**src/rtl/fpmul_stage2_iter.sv**
```systemverilog
// FP multiplier stage 2: iterative shift-add 24x24 significand product and rebiased exponent sum.
// Optional FPMUL_STAGE2_FASTPATH_EN: exception pairs bypass MUL and go straight to DONE.
module fpmul_stage2_iter #(
    parameter int BITS_PER_CYCLE = 4,
    parameter int EXP_BIAS       = 127
) (
    input  logic        clk,
    input  logic        rst_n,
    input  logic        in_valid,
    output logic        in_ready,
    input  logic [7:0]  A_EXP,
    input  logic [31:0] A_SIG,
    input  logic [7:0]  B_EXP,
    input  logic [31:0] B_SIG,
    input  logic        SIGN_out_stage1,
    input  logic        isINF_stage1,
    input  logic        isNaN_stage1,
    input  logic        isZ_tab_stage1,
    output logic        out_valid,
    input  logic        out_ready,
    output logic [63:0] SIG_out_stage2,
    output logic [9:0]  EXP_out_stage2,
    output logic        SIGN_out_stage2,
    output logic        isINF_stage2,
    output logic        isNaN_stage2,
    output logic        isZ_tab_stage2
);
    localparam int         ITER     = 24 / BITS_PER_CYCLE;
    localparam logic [4:0] CNT_LAST = 5'(ITER - 1);

    typedef enum logic [1:0] {IDLE, MUL, DONE} state_t;

    state_t        state_q, state_d;
    logic [47:0]   mcand_q;
    logic [23:0]   mplier_q;
    logic [47:0]   acc_q;
    logic [4:0]    cnt_q;
    logic [9:0]    exp_q;
    logic          sign_q, inf_q, nan_q, z_q;
    logic          out_valid_q;
    logic          exc_in, exc_q;
    logic [47:0]   pp;

    assign exc_in = isINF_stage1 | isNaN_stage1 | isZ_tab_stage1;
    assign exc_q  = inf_q | nan_q | z_q;

    // Multiplicand is pre-shifted each step, so the partial product lands at its final weight.
    assign pp = mcand_q * {{(48-BITS_PER_CYCLE){1'b0}}, mplier_q[BITS_PER_CYCLE-1:0]};

    always_comb begin
        state_d = state_q;
        case (state_q)
            IDLE: begin
                if (in_valid) begin
`ifdef FPMUL_STAGE2_FASTPATH_EN
                    state_d = exc_in ? DONE : MUL;
`else
                    state_d = MUL;
`endif
                end
            end
            MUL:     if (cnt_q == 5'd0) state_d = DONE;
            DONE:    if (out_ready) state_d = IDLE;
            default: state_d = IDLE;
        endcase
    end

    always_ff @(posedge clk or negedge rst_n) begin
        if (!rst_n) begin
            state_q     <= IDLE;
            out_valid_q <= 1'b0;
            mcand_q     <= '0;
            mplier_q    <= '0;
            acc_q       <= '0;
            cnt_q       <= '0;
            exp_q       <= '0;
            sign_q      <= 1'b0;
            inf_q       <= 1'b0;
            nan_q       <= 1'b0;
            z_q         <= 1'b0;
        end else begin
            state_q     <= state_d;
            out_valid_q <= (state_d == DONE);
            case (state_q)
                IDLE: begin
                    if (in_valid) begin
                        mcand_q  <= {24'b0, A_SIG[23:0]};
                        mplier_q <= B_SIG[23:0];
                        acc_q    <= '0;
                        cnt_q    <= CNT_LAST;
                        exp_q    <= {2'b0, A_EXP} + {2'b0, B_EXP} - 10'(EXP_BIAS);
                        sign_q   <= SIGN_out_stage1;
                        inf_q    <= isINF_stage1;
                        nan_q    <= isNaN_stage1;
                        z_q      <= isZ_tab_stage1;
                    end
                end
                MUL: begin
                    // Exception pairs keep the accumulator at zero so the forced result falls out naturally.
                    if (!exc_q) acc_q <= acc_q + pp;
                    mcand_q  <= mcand_q << BITS_PER_CYCLE;
                    mplier_q <= mplier_q >> BITS_PER_CYCLE;
                    if (cnt_q != 5'd0) cnt_q <= cnt_q - 5'd1;
                end
                default: ;
            endcase
        end
    end

    assign in_ready        = (state_q == IDLE);
    assign out_valid       = out_valid_q;
    assign SIG_out_stage2  = {16'b0, acc_q};
    assign EXP_out_stage2  = exp_q;
    assign SIGN_out_stage2 = sign_q;
    assign isINF_stage2    = inf_q;
    assign isNaN_stage2    = nan_q;
    assign isZ_tab_stage2  = z_q;
endmodule

```
**config.mk**
```make
export PLATFORM = sky130hd
export DESIGN_NAME = fpmul_stage2_iter
export DESIGN_NICKNAME = d
export VERILOG_FILES = /design/src/rtl/fpmul_stage2_iter.sv
export SDC_FILE = /design/constraint.sdc
export NUM_CORES = 1
export LEC_CHECK = 0
export CAP_MARGIN = 15
export CORE_ASPECT_RATIO = 0.8
export CORE_MARGIN = 4
export CORE_UTILIZATION = 35
export CTS_CLUSTER_DIAMETER = 30
export CTS_CLUSTER_SIZE = 20
export DETAILED_ROUTE_END_ITERATION = 7
export DONT_BUFFER_PORTS = 1
export HOLD_SLACK_MARGIN = 0.05
export PLACE_DENSITY = 0.53
export SETUP_SLACK_MARGIN = 0.5
export SLEW_MARGIN = 20
export SYNTH_ARGS = -nofsm -noshare
export SYNTH_HDL_FRONTEND = slang
export SYNTH_SLANG_ARGS = --single-unit
export TNS_END_PERCENT = 20
```
**constraint.sdc**
```tcl
create_clock -name clk -period 12.3 [get_ports clk]
set_input_delay 3.69 -clock clk [delete_from_list [all_inputs] [get_ports clk]]
set_output_delay 3.69 -clock clk [all_outputs]
set_load 0.1 [all_outputs]
```
# Yosys cells after proc, flatten, opt, wreduce, memory -nomap -nowiden
# Index checks and enable logic that the tools add are counted.
# Widths: inputs -> output; s select.
[totals]
regBits = 142
latchBits = 0
ram_bits = 0
mem_bits_ro = 0
elab_cells = 46
mem_count = 0
[classes]
addsub = 4
n_mul = 1
div_mod_pow = 0
n_lt_le_gt_ge = 0
eq_ne = 6
n_shift = 0
muxes = 14
bitwise_logic = 2
n_reduce_logical = 8
[ops]
columns = ["op", "count"]
rows = [
  ["$pmux 48 s2", 2],
  ["$mux 48", 3],
  ["$add 48x48->48", 1],
  ["$mul 48x4->48", 1],
  ["$pmux 24 s2", 1],
  ["$mux 24", 1],
  ["$mux 5", 2],
  ["$pmux 5 s2", 1],
  ["$sub 9x7->10 const B", 1],
  ["$add 8x8->9", 1],
  ["$mux 2", 3],
  ["$ne 2x2->1 const B", 3],
  ["$pmux 2 s3", 1],
  ["$reduce_and 3->1", 2],
  ["$logic_not 5->1", 1],
  ["$reduce_bool 5->1", 1],
  ["$sub 5x1->5 const B", 1],
  ["$eq 2x2->1 const B", 2],
  ["$reduce_and 2->1", 2],
  ["$eq 2x1->1 const B", 1],
  ["$logic_not 2->1", 1],
  ["$or 1x1->1", 2],
  ["$reduce_bool 2->1", 1],
]

# Logic depth before layout (Yosys ltp)
# Gate-level depths: netlist (run 1).
[depth]
depth_word = 4
depth_mapped = 19

# Worst setup path after synthesis (run 1)
# Ideal clock, no wire load.
[synth_timing]
path_type = "reg-to-output"
start = "register state_q[0]"
end = "output in_ready"
arrival_ns = 2.032
setup_slack_ns = 6.578
stages_incl_launch_ff = 4
cell_sequence = "dfrtp_1 -> clkbuf_1 -> clkbuf_1 -> nor2_1"
[synth_between]
elab_chain_len = 1
[synth_rtl]
columns = ["item", "line_no", "text"]
rows = [
  ["start, declared", "33", "state_t state_q, state_d;"],
  ["start signal, assigned", "82", "state_q <= state_d;"],
  ["$logic_not 2->1", "110", "assign in_ready = (state_q == IDLE);"],
  ["end, declared", "10", "output logic in_ready,"],
]
# Every way passes these cells.

# Worst setup path in the final report (run 1)
[layout_timing]
start = "register mplier_q[2]"
end = "register acc_q[44]"
[layout_between]
elab_chain_len = 4
[layout_rtl]
columns = ["item", "line_no", "text"]
rows = [
  ["start, declared", "35", "logic [23:0] mplier_q;"],
  ["start signal, assigned", "88", "mplier_q <= B_SIG[23:0];"],
  ["start signal, assigned", "102", "mplier_q <= mplier_q >> BITS_PER_CYCLE;"],
  ["$mul 48x4->48", "48", "assign pp = mcand_q * {{(48-BITS_PER_CYCLE){1'b0}}, mplier_q[BITS_PER_CYCLE-1:0]};"],
  ["$add 48x48->48", "100", "if (!exc_q) acc_q <= acc_q + pp;"],
  ["$mux 48", "100", ""],
  ["$pmux 48 s2", "84", "case (state_q)"],
  ["end signal, assigned", "100", ""],
  ["end, declared", "36", "logic [47:0] acc_q;"],
]
# Every way passes these cells. The select of a mux whose other input is x is not followed.
# A chain may end at the register's enable or synchronous reset.

==> impl_metrics.ini, run 1 <==
[yosys]
synth_top_area_cell = dfrtp_1
synth_edf_count = 0
synth_area_um2 = 13600
synth-async-reset-ratio_pct = 100
synth_warnings = 0
synth.avg_cell_area_um2 = 8.81
synth-seq-cells = 142
yosysTopAreaCellShare_pct = 26.1
ys.flop_type = dfrtp_1
yosysUniqueCellTypes = 66
yosysMostFrequentCell = inv_1
yosysSeqAreaShare_pct = 26.1
synthTopCellsByCount = 241 x inv_1, 171 x and2_1, 142 x dfrtp_1
yosys-top-cells-area = dfrtp_1 26%, fa_1 20%, and2_1 7.9%
netlist_instances = 1543

[min_path]
holdPathStages = 2
hold_class = reg -> reg

[sta]
fmax_mhz = 181
hold_slack_ns = 0.487
tns_ns = 0
rsz0062_at_grt = no
max_slew_margin_pct = 25.3
min_period_ns = 5.51
hold_viol_final = 0
slew_violations = 0
timing.final.crit_share_pct = 44.8
worstMarginPinSlew_ns = 1.12
finClkSkew_ns = 0.0139
finalWorstSetupSlack_ns = 6.79
setup_viol = 0

[worst_setup_path]
cp-endpoint = acc_q[44]
crit_start = mplier_q[2]
worstSetupPathType = reg -> reg
cp_data_arrival_time_ns = 5.85
r2r_end = acc_q[44]
startpoint_type = flop
reg2reg_slack_ns = 6.79
cp.required_ns = 12.64
cp-end-kind = flop
worstReg2RegStart = mplier_q[2]
worstPathMaxFanout = 34
r2r_cells = 17

[clock_tree]
clock_path_buffers = 2
htree_levels = 4
clkTransAtPathRegs_ns = 0.07
cts_hold_buffers = 0
worstSkewPairLatency_ns = 0.45
post-cts-setup-buffers = 0
cts_tree = yes
clkSinkCount = 142
post_cts_resized = 0
cts_made_buffers = 17
cts_root_buffer = clkbuf_16

[layout]
drive_gt1_share_pct = 4.72
fillers = 3894
syn_to_final_growth_pct = 7.02
regArea_um2 = 3550
multi_input_area_um2 = 8790
fin_nets = 1782
num_antenna_cells = 0
stdcell_count = 2000

[floorplan]
die_y_um = 184
io_pins = 168
core_um2 = 38300
die_x_um = 228
initial_utilization_pct = 35.5
rows = 64
die_area_um2 = 42100

[route]
drt_iter0_drc = 711
wl_mm = 36.2
vias = 10300
avgRoutedWirePerCell_um = 18.1
detail_route.first_pass.iterations = 5
ant_nets = 0
drc_errors = 0
via_per_inst = 5.14

[place]
placed_cells = 1968
dp.final_hpwl_mm = 26.6
portBuffers = 0
place.gp.congestion = 0.847
dp_slack_ns = 6.57

[grt]
grt_first_pass_wirelength_mm = 59.6
gr-usage-met1_pct = 25.9
grt_usage_pct = 17.7
grt_pass1_vias = 10400
grtUsageMet3_pct = 4.82
grt_max_degree = 143
gr-usage-met2_pct = 26.2
grt_overflow = 0
gr-max-usage-layer = met2
antenna_found_initial = 1

[power_and_ir_drop]
pwr_density_cell_nw_per_um2 = 271
max-vdd-ir-drop_uv = 190
power_leakage_nw = 7.14
total_power_mw = 3.95

[outcome]
outcome = complete, no violations

[job]
maxCapViolations = 0
through the flow:
stage	instance area, um^2	util, %
floorplan	13700	-
global placement	14000	36.5
detailed placement	14000	36.5
CTS	14600	38.0
global route	14600	38.0
finish	14600	38.0
layer usage:
layer | vias to the layer above | share of wire, %
met5 | - | 0.055
met3 | 34 | 6.6
li1 | 4892 | -
met1 | 5101 | 50
met4 | 2 | 1.6
met2 | 247 | 42
layout by cell type (no fill, tap or decap), drive strengths merged, types with 33 or more instances in the layout:
cell type / instances
a21oi: 68
a22o: 33
a22oi: 42
and2: 171
dfrtp: 142
fa: 135
ha: 67
inv: 248
nand2: 128
nand3: 49
o21ai: 125
xnor2: 34
sequential cells by signal, summed over array words and instances (netlist names):
| signal | count |
|---|---|
| isNaN_stage2 | 1 |
| out_valid | 1 |
| mplier_q | 24 |
| mcand_q | 48 |
| isZ_tab_stage2 | 1 |
| EXP_out_stage2 | 10 |
| acc_q | 48 |
| SIGN_out_stage2 | 1 |
| state_q | 2 |
| cnt_q | 5 |
| isINF_stage2 | 1 |
how the worst min path moves through the flow:
| stage | startpoint | endpoint | slack (ns) |
|---|---|---|---|
| 6_report | mplier_q[18] | mplier_q[18] | 0.49 |
| 5_1_grt | mplier_q[17] | mplier_q[17] | 0.51 |
| 4_1_cts | mplier_q[16] | mplier_q[16] | 0.49 |
| 3_5_place_dp | mplier_q[16] | mplier_q[16] | 0.48 |
| 3_3_place_gp | mplier_q[18] | mplier_q[18] | 0.47 |
| 2_1_floorplan | mplier_q[17] | mplier_q[17] | 0.45 |
power breakdown:
part / total [mW] / switching [mW] / internal (mW) / leakage (nW)
registers: 1.37 / 0.741 / 0.629 / 1.86
clock network: 0.540 / 0.240 / 0.300 / 0.286
logic: 2.04 / 1.28 / 0.764 / 4.99
total: 3.95 / 2.26 / 1.69 / 7.14
worst max-delay path: stages, from the launching register on:
cell	delay [ns]
dfrtp_1	0.66
buf_4	0.41
and2_1	0.21
fa_1	0.44
fa_1	0.50
inv_1	0.07
fa_1	0.47
inv_1	0.04
ha_1	0.34
a21oi_1	0.26
o21ai_0	0.14
a31oi_1	0.28
o211ai_2	0.23
o211ai_1	0.50
nand2_1	0.25
a211oi_2	0.32
mux2i_1	0.21
nand2_1	0.07
area by class of cell:
type	instances	area share, %
multi-input combinational	1077	60.4
sequential	142	24.4
inverter	241	6.22
tap	495	4.26
clock buffer	21	3.23
clock inverter	11	0.800
timing repair buffer	13	0.671
logic make-up (layout without fill, tap and decap cells):
group | Yosys count | after routing | synth area share (%)
AND/OR/NAND/NOR | 449 | 449 | 17.3
AO/OA/AOI/OAI | 356 | 356 | 17.1
buffers and inverters | 339 | 286 | 9.87
adder cells (fa/ha/maj) | 202 | 202 | 26.0
flip-flops | 142 | 142 | 26.1
XOR/XNOR | 51 | 51 | 3.29
multiplexers | 3 | 3 | 0.221
other | 1 | 16 | 0.0276
Note: power is estimated with default switching activity, not from simulation.
==> run 2: changes to the inputs <==
==> constraint.sdc (replaced) <==
create_clock -name clk -period 5.53 [get_ports clk]
set_input_delay 1.659 -clock clk [delete_from_list [all_inputs] [get_ports clk]]
set_output_delay 1.659 -clock clk [all_outputs]
set_load 0.1 [all_outputs]
==> run 2 against run 1 <==
Net effect: clock skew down 0.0039 ns; sequential cell count unchanged; clock-buffer cell count down 2; register-to-register slack worse by 6.1 ns; maximum frequency up 13%; via count up 1.3%; cell count up 2.7%; worst setup slack worse by 6.1 ns; utilization up 1.1 points; power up 130%; critical path depth unchanged; critical path type unchanged; largest cell class unchanged; largest power group unchanged; highest routed layer unchanged.
==> impl_metrics.ini, run 2 (synthesis gave the netlist of run 1 again) <==
[worst_setup_path]
r2r_end = acc_q[38]
cp-end-kind = flop
reg2reg_slack_ns = 0.64
worstReg2RegStart = mplier_q[3]
cp.required_ns = 5.83
cp_data_arrival_time_ns = 5.18
worstSetupPathType = reg -> reg
r2r_cells = 17
startpoint_type = flop
worstPathMaxFanout = 11

[clock_tree]
clkSinkCount = 142
cts_hold_buffers = 0
cts_made_buffers = 17
htree_levels = 4
worstSkewPairLatency_ns = 0.45
cts_tree = yes
clock_path_buffers = 2
clkTransAtPathRegs_ns = 0.07
cts_root_buffer = clkbuf_16

[sta]
timing.final.crit_share_pct = 88.3
finClkSkew_ns = 0.0100
rsz0062_at_grt = yes
finalWorstSetupSlack_ns = 0.644
hold_viol_final = 0
slew_violations = 0
setup_viol = 0
fmax_mhz = 205
tns_ns = 0
min_period_ns = 4.89
worstMarginPinSlew_ns = 1.13
max_slew_margin_pct = 24.6

[grt]
grt_overflow = 0
grt_pass1_vias = 10500
grt_first_pass_wirelength_mm = 59.1
grt_max_degree = 143
antenna_found_initial = 1
grt_usage_pct = 17.5

[place]
place.gp.congestion = 0.901
dp.final_hpwl_mm = 27.3
portBuffers = 0
dp_slack_ns = 0.483
placed_cells = 2021

[power_and_ir_drop]
max-vdd-ir-drop_uv = 364
p_sw_share_pct = 56.6
power_leakage_nw = 7.41
p_sw_mw = 5.05
p_clk_share_pct = 12.6
power.share.sequential_pct = 27.1
p_int_mw = 3.87
pwr_density_cell_nw_per_um2 = 596
comb_power_share_pct = 60.3

[floorplan]
core_um2 = 38300
die_y_um = 184
io_pins = 168
rows = 64
initial_utilization_pct = 35.5
die_area_um2 = 42100
die_x_um = 228

[layout]
final_common_cell = inv_1
syn_to_final_growth_pct = 10.0
fillers = 3922
fin_nets = 1836
num_antenna_cells = 0
stdcell_count = 2054
drive_gt1_share_pct = 8.47
top_regs = acc_q x48, mcand_q x48, mplier_q x24
final_cell_mix = 241 x inv_1, 171 x and2_1, 140 x dfrtp_1

[job]
maxCapViolations = 0

[min_path]
holdPathStages = 2
hold_class = reg -> reg
min_from = mplier_q[19]
min_to = mplier_q[19]

[route]
ant_nets = 0
drt_iter0_drc = 668
wl_mm = 36.0
detail_route.first_pass.iterations = 5
via_per_inst = 5.07
vias = 10400
drc_errors = 0
avgRoutedWirePerCell_um = 17.5

[outcome]
outcome = complete, no violations
## run 2: worst max-delay path by stage
| stage | from | endpoint | slack (ns) | cells past startpoint |
|---|---|---|---|---|
| after floorplan | mplier_q[3] | acc_q[39] | 1.24 | 17 |
| after global placement | mplier_q[3] | acc_q[38] | 0.50 | 18 |
| after detailed placement | mplier_q[3] | acc_q[38] | 0.48 | 18 |
| after CTS | mplier_q[3] | acc_q[38] | 0.60 | 18 |
| after global routing | mplier_q[2] | acc_q[44] | 0.48 | 18 |
| final | mplier_q[3] | acc_q[38] | 0.64 | 17 |
## run 2: layout make-up
| class | count | area, um^2 | area share [%] |
|---|---|---|---|
| multi-input combinational | 1077 | 8800 | 58.9 |
| clock inverter | 13 | 103 | 0.686 |
| timing repair buffer | 67 | 518 | 3.46 |
| tap | 495 | 619 | 4.14 |
| sequential | 142 | 3560 | 23.8 |
| clock buffer | 19 | 453 | 3.03 |
| inverter | 241 | 905 | 6.05 |
## run 2: per-stage QoR
step / util [%] / hold slack (ns) / cell area [um^2] / power, mW
floorplan: - / 0.450 / 13700 / 6.47
global placement: 37.5 / 0.465 / 14400 / 7.72
detailed placement: 37.5 / 0.480 / 14400 / 7.79
CTS: 39.0 / 0.495 / 14900 / 8.95
global route: 39.1 / 0.519 / 15000 / 9.72
finish: 39.1 / 0.496 / 15000 / 8.91
## run 2: routing by layer
layer | global-route usage, % | part of all wire (%) | vias up | wire, um
met5 | 0 | 0.056 | - | 20
met4 | 3.28 | 1.1 | 2 | 382
met3 | 5.13 | 6.6 | 28 | 2370
met2 | 26.3 | 43 | 244 | 15500
met1 | 25.5 | 49 | 5136 | 17700
li1 | - | - | 4995 | -
## run 2: worst max-delay path, stage by stage, from the launching register on
cell       delay, ns
dfrtp_2         0.44
buf_4           0.18
and2_1          0.16
fa_1            0.52
fa_1            0.55
inv_1           0.05
fa_1            0.51
inv_1           0.04
ha_1            0.33
o21ai_1         0.19
o21ai_1         0.11
and2_1          0.21
o2bb2ai_1       0.24
a21boi_2        0.31
a21oi_2         0.15
a221o_1         0.36
a211oi_1        0.27
o31ai_1         0.09
## run 2: power groups by stage
stage | clock network (mW) | registers [mW] | logic (mW)
2_1_floorplan | 0 | 2.82 | 3.65
3_3_place_gp | 0 | 2.44 | 5.28
3_5_place_dp | 0 | 2.44 | 5.35
4_1_cts | 1.16 | 2.42 | 5.37
5_1_grt | 1.21 | 2.48 | 6.04
6_report | 1.13 | 2.41 | 5.38
## run 2: repair_timing
item | 4_1_cts | 5_1_grt
buffers inserted | 0 | 1
endpoints found under the hold margin | 0 | 0
pin swaps | 0 | 5
endpoints found under the setup margin | 3 | 11
resized for setup | 1 | 11
==> run 3: changes to the inputs <==
==> constraint.sdc (replaced) <==
create_clock -name clk -period 5.2 [get_ports clk]
set_input_delay 1.56 -clock clk [delete_from_list [all_inputs] [get_ports clk]]
set_output_delay 1.56 -clock clk [all_outputs]
set_load 0.1 [all_outputs]
==> run 3 against run 2 <==
Net effect: power up 13%; highest routed layer unchanged; routed wire length up 3.4%; cell count up 0.78%; first-iteration DRC count down 3.9%; cell area up 4.5%; worst setup slack worse by 0.089 ns; hold slack worse by 0.0096 ns; register-to-register slack worse by 0.09 ns; sequential power about the same; critical endpoint is now acc_q[39].
==> impl_metrics.ini, run 3 (synthesis gave the netlist of run 1 again) <==
[outcome]
outcome = complete, no violations

[sta]
fmax_mhz = 215
hold_viol_final = 0
setup_viol = 0
worstMarginPinSlew_ns = 1.10
hold_slack_ns = 0.486
timing.final.crit_share_pct = 89.3
max_slew_margin_pct = 26.7
tns_ns = 0
slew_violations = 0
finalWorstSetupSlack_ns = 0.555
rsz0062_at_grt = yes
min_period_ns = 4.64
finClkSkew_ns = 0.00918

[clock_tree]
clock_path_buffers = 2
cts_root_buffer = clkbuf_16
worstSkewPairLatency_ns = 0.44
htree_levels = 4
cts_made_buffers = 17
cts_tree = yes
cts_hold_buffers = 0
clkTransAtPathRegs_ns = 0.07
clkSinkCount = 142

[layout]
fin_area_um2 = 15600
num_antenna_cells = 0
final_common_cell = inv_1
top_regs = acc_q x48, mcand_q x48, mplier_q x24
final_cell_mix = 239 x inv_1, 167 x and2_1, 138 x dfrtp_1
syn_to_final_growth_pct = 15.0
drive_gt1_share_pct = 14.2
fin_nets = 1852

[job]
maxCapViolations = 0

[place]
place.gp.congestion = 0.896
placed_area_um2 = 14400
dp_slack_ns = 0.175
portBuffers = 0
dp.final_hpwl_mm = 27.4

[power_and_ir_drop]
power_leakage_nw = 7.48
max-vdd-ir-drop_uv = 408
pwr_density_cell_nw_per_um2 = 646
total_power_mw = 10.1

[route]
wl_mm = 37.2
avgRoutedWirePerCell_um = 18.0
via_per_inst = 5.09
drc_errors = 0
detail_route.first_pass.iterations = 5
vias = 10500
drt_iter0_drc = 642
ant_nets = 0

[floorplan]
core_um2 = 38300
die_area_um2 = 42100
rows = 64
initial_utilization_pct = 35.5
die_y_um = 184
die_x_um = 228
io_pins = 168

[worst_setup_path]
cp.required_ns = 5.53
cp_data_arrival_time_ns = 4.98
slowest_delay_ns = 0.52
slowest_stage = fa_1
cp_top_family = adder cells
startpoint_type = flop
worstSetupPathType = reg -> reg
crit_chain = buf_4, and2_1, fa_1, fa_1, inv_1, fa_1, inv_2, ha_4, nand4_1, buf_4, a311o_1, a21oi_4, o21ai_4, a211oi_2, buf_4, o21ai_1, xnor2_1, a22o_1
worstPathMaxFanout = 6
cp-end-kind = flop
cp.buffers_inverters = 5

[grt]
grt_usage_pct = 17.5
grt_max_degree = 143
grt_pass1_vias = 10400
antenna_found_initial = 1
grt_overflow = 0
grt_first_pass_wirelength_mm = 58.7

[min_path]
hold_class = reg -> reg
[run 3: cell types whose count changed in the layout (fill, tap and decap cells not counted), moves of 5 or more]
| cell | delta |
|---|---|
| a21oi_1 | -10 |
| a21oi_4 | +6 |
| buf_4 | +10 |
| ha_1 | -27 |
| ha_2 | +10 |
| ha_4 | +17 |
| o21ai_0 | -5 |
[run 3: metal layers]
metal,up-vias,GRT usage [%],part of all wire [%]
met2,255,26.2,44
met4,2,3.70,1.2
met1,5239,25.4,48
li1,5020,-,-
met5,-,0,0.032
met3,28,4.88,6.8
[run 3: report_power, final]
| group | total [mW] | switching [mW] | internal (mW) |
|---|---|---|---|
| clock | 1.21 | 0.570 | 0.641 |
| sequential | 2.44 | 0.927 | 1.51 |
| combinational | 6.45 | 4.13 | 2.32 |
| total | 10.1 | 5.63 | 4.47 |
[run 3: worst paths after layout]
check | startpoint | to | slack (ns) | cells after the start
worst min register to register | mplier_q[17] | mplier_q[17] | 0.49 | 2
min in group asynchronous | rst_n | acc_q[30] | 0.81 | 0
worst max register to register | mplier_q[2] | acc_q[39] | 0.56 | 18
worst max-delay path | mplier_q[2] | acc_q[39] | 0.56 | 18
worst min-delay path | mplier_q[17] | mplier_q[17] | 0.49 | 2
max in group asynchronous | rst_n | mplier_q[1] | 4.16 | 0
[run 3: final cells by class]
class / instances / area [um^2]
clock inverter: 14 / 123
clock buffer: 18 / 439
tap: 495 / 619
multi-input combinational: 1077 / 9330
inverter: 241 / 905
sequential: 142 / 3560
fill: 3832 / 22600
timing repair buffer: 83 / 653
[run 3: repair_timing]
item / CTS / global route
setup endpoints to repair: 15 / 22
pin swaps: 1 / 47
setup buffers: 0 / 15
cloned: 0 / 1
resized for setup: 11 / 116
[run 3: worst register-to-register path, cell delays in order (launching register included)]
cell and delay [ns]:
dfrtp_2 0.48, buf_4 0.19, and2_1 0.15, fa_1 0.42, fa_1 0.52, inv_1 0.06, fa_1 0.51, inv_2 0.05
ha_4 0.27, nand4_1 0.14, buf_4 0.20, a311o_1 0.38, a21oi_4 0.27, o21ai_4 0.12, a211oi_2 0.24, buf_4 0.17
o21ai_1 0.07, xnor2_1 0.13, a22o_1 0.18
[run 3: per-stage QoR]
step,std cells,util [%]
2_1_floorplan,1558,-
3_3_place_gp,2022,37.5
3_5_place_dp,2022,37.5
4_1_cts,2054,39.1
5_1_grt,2070,40.8
6_report,2070,40.8
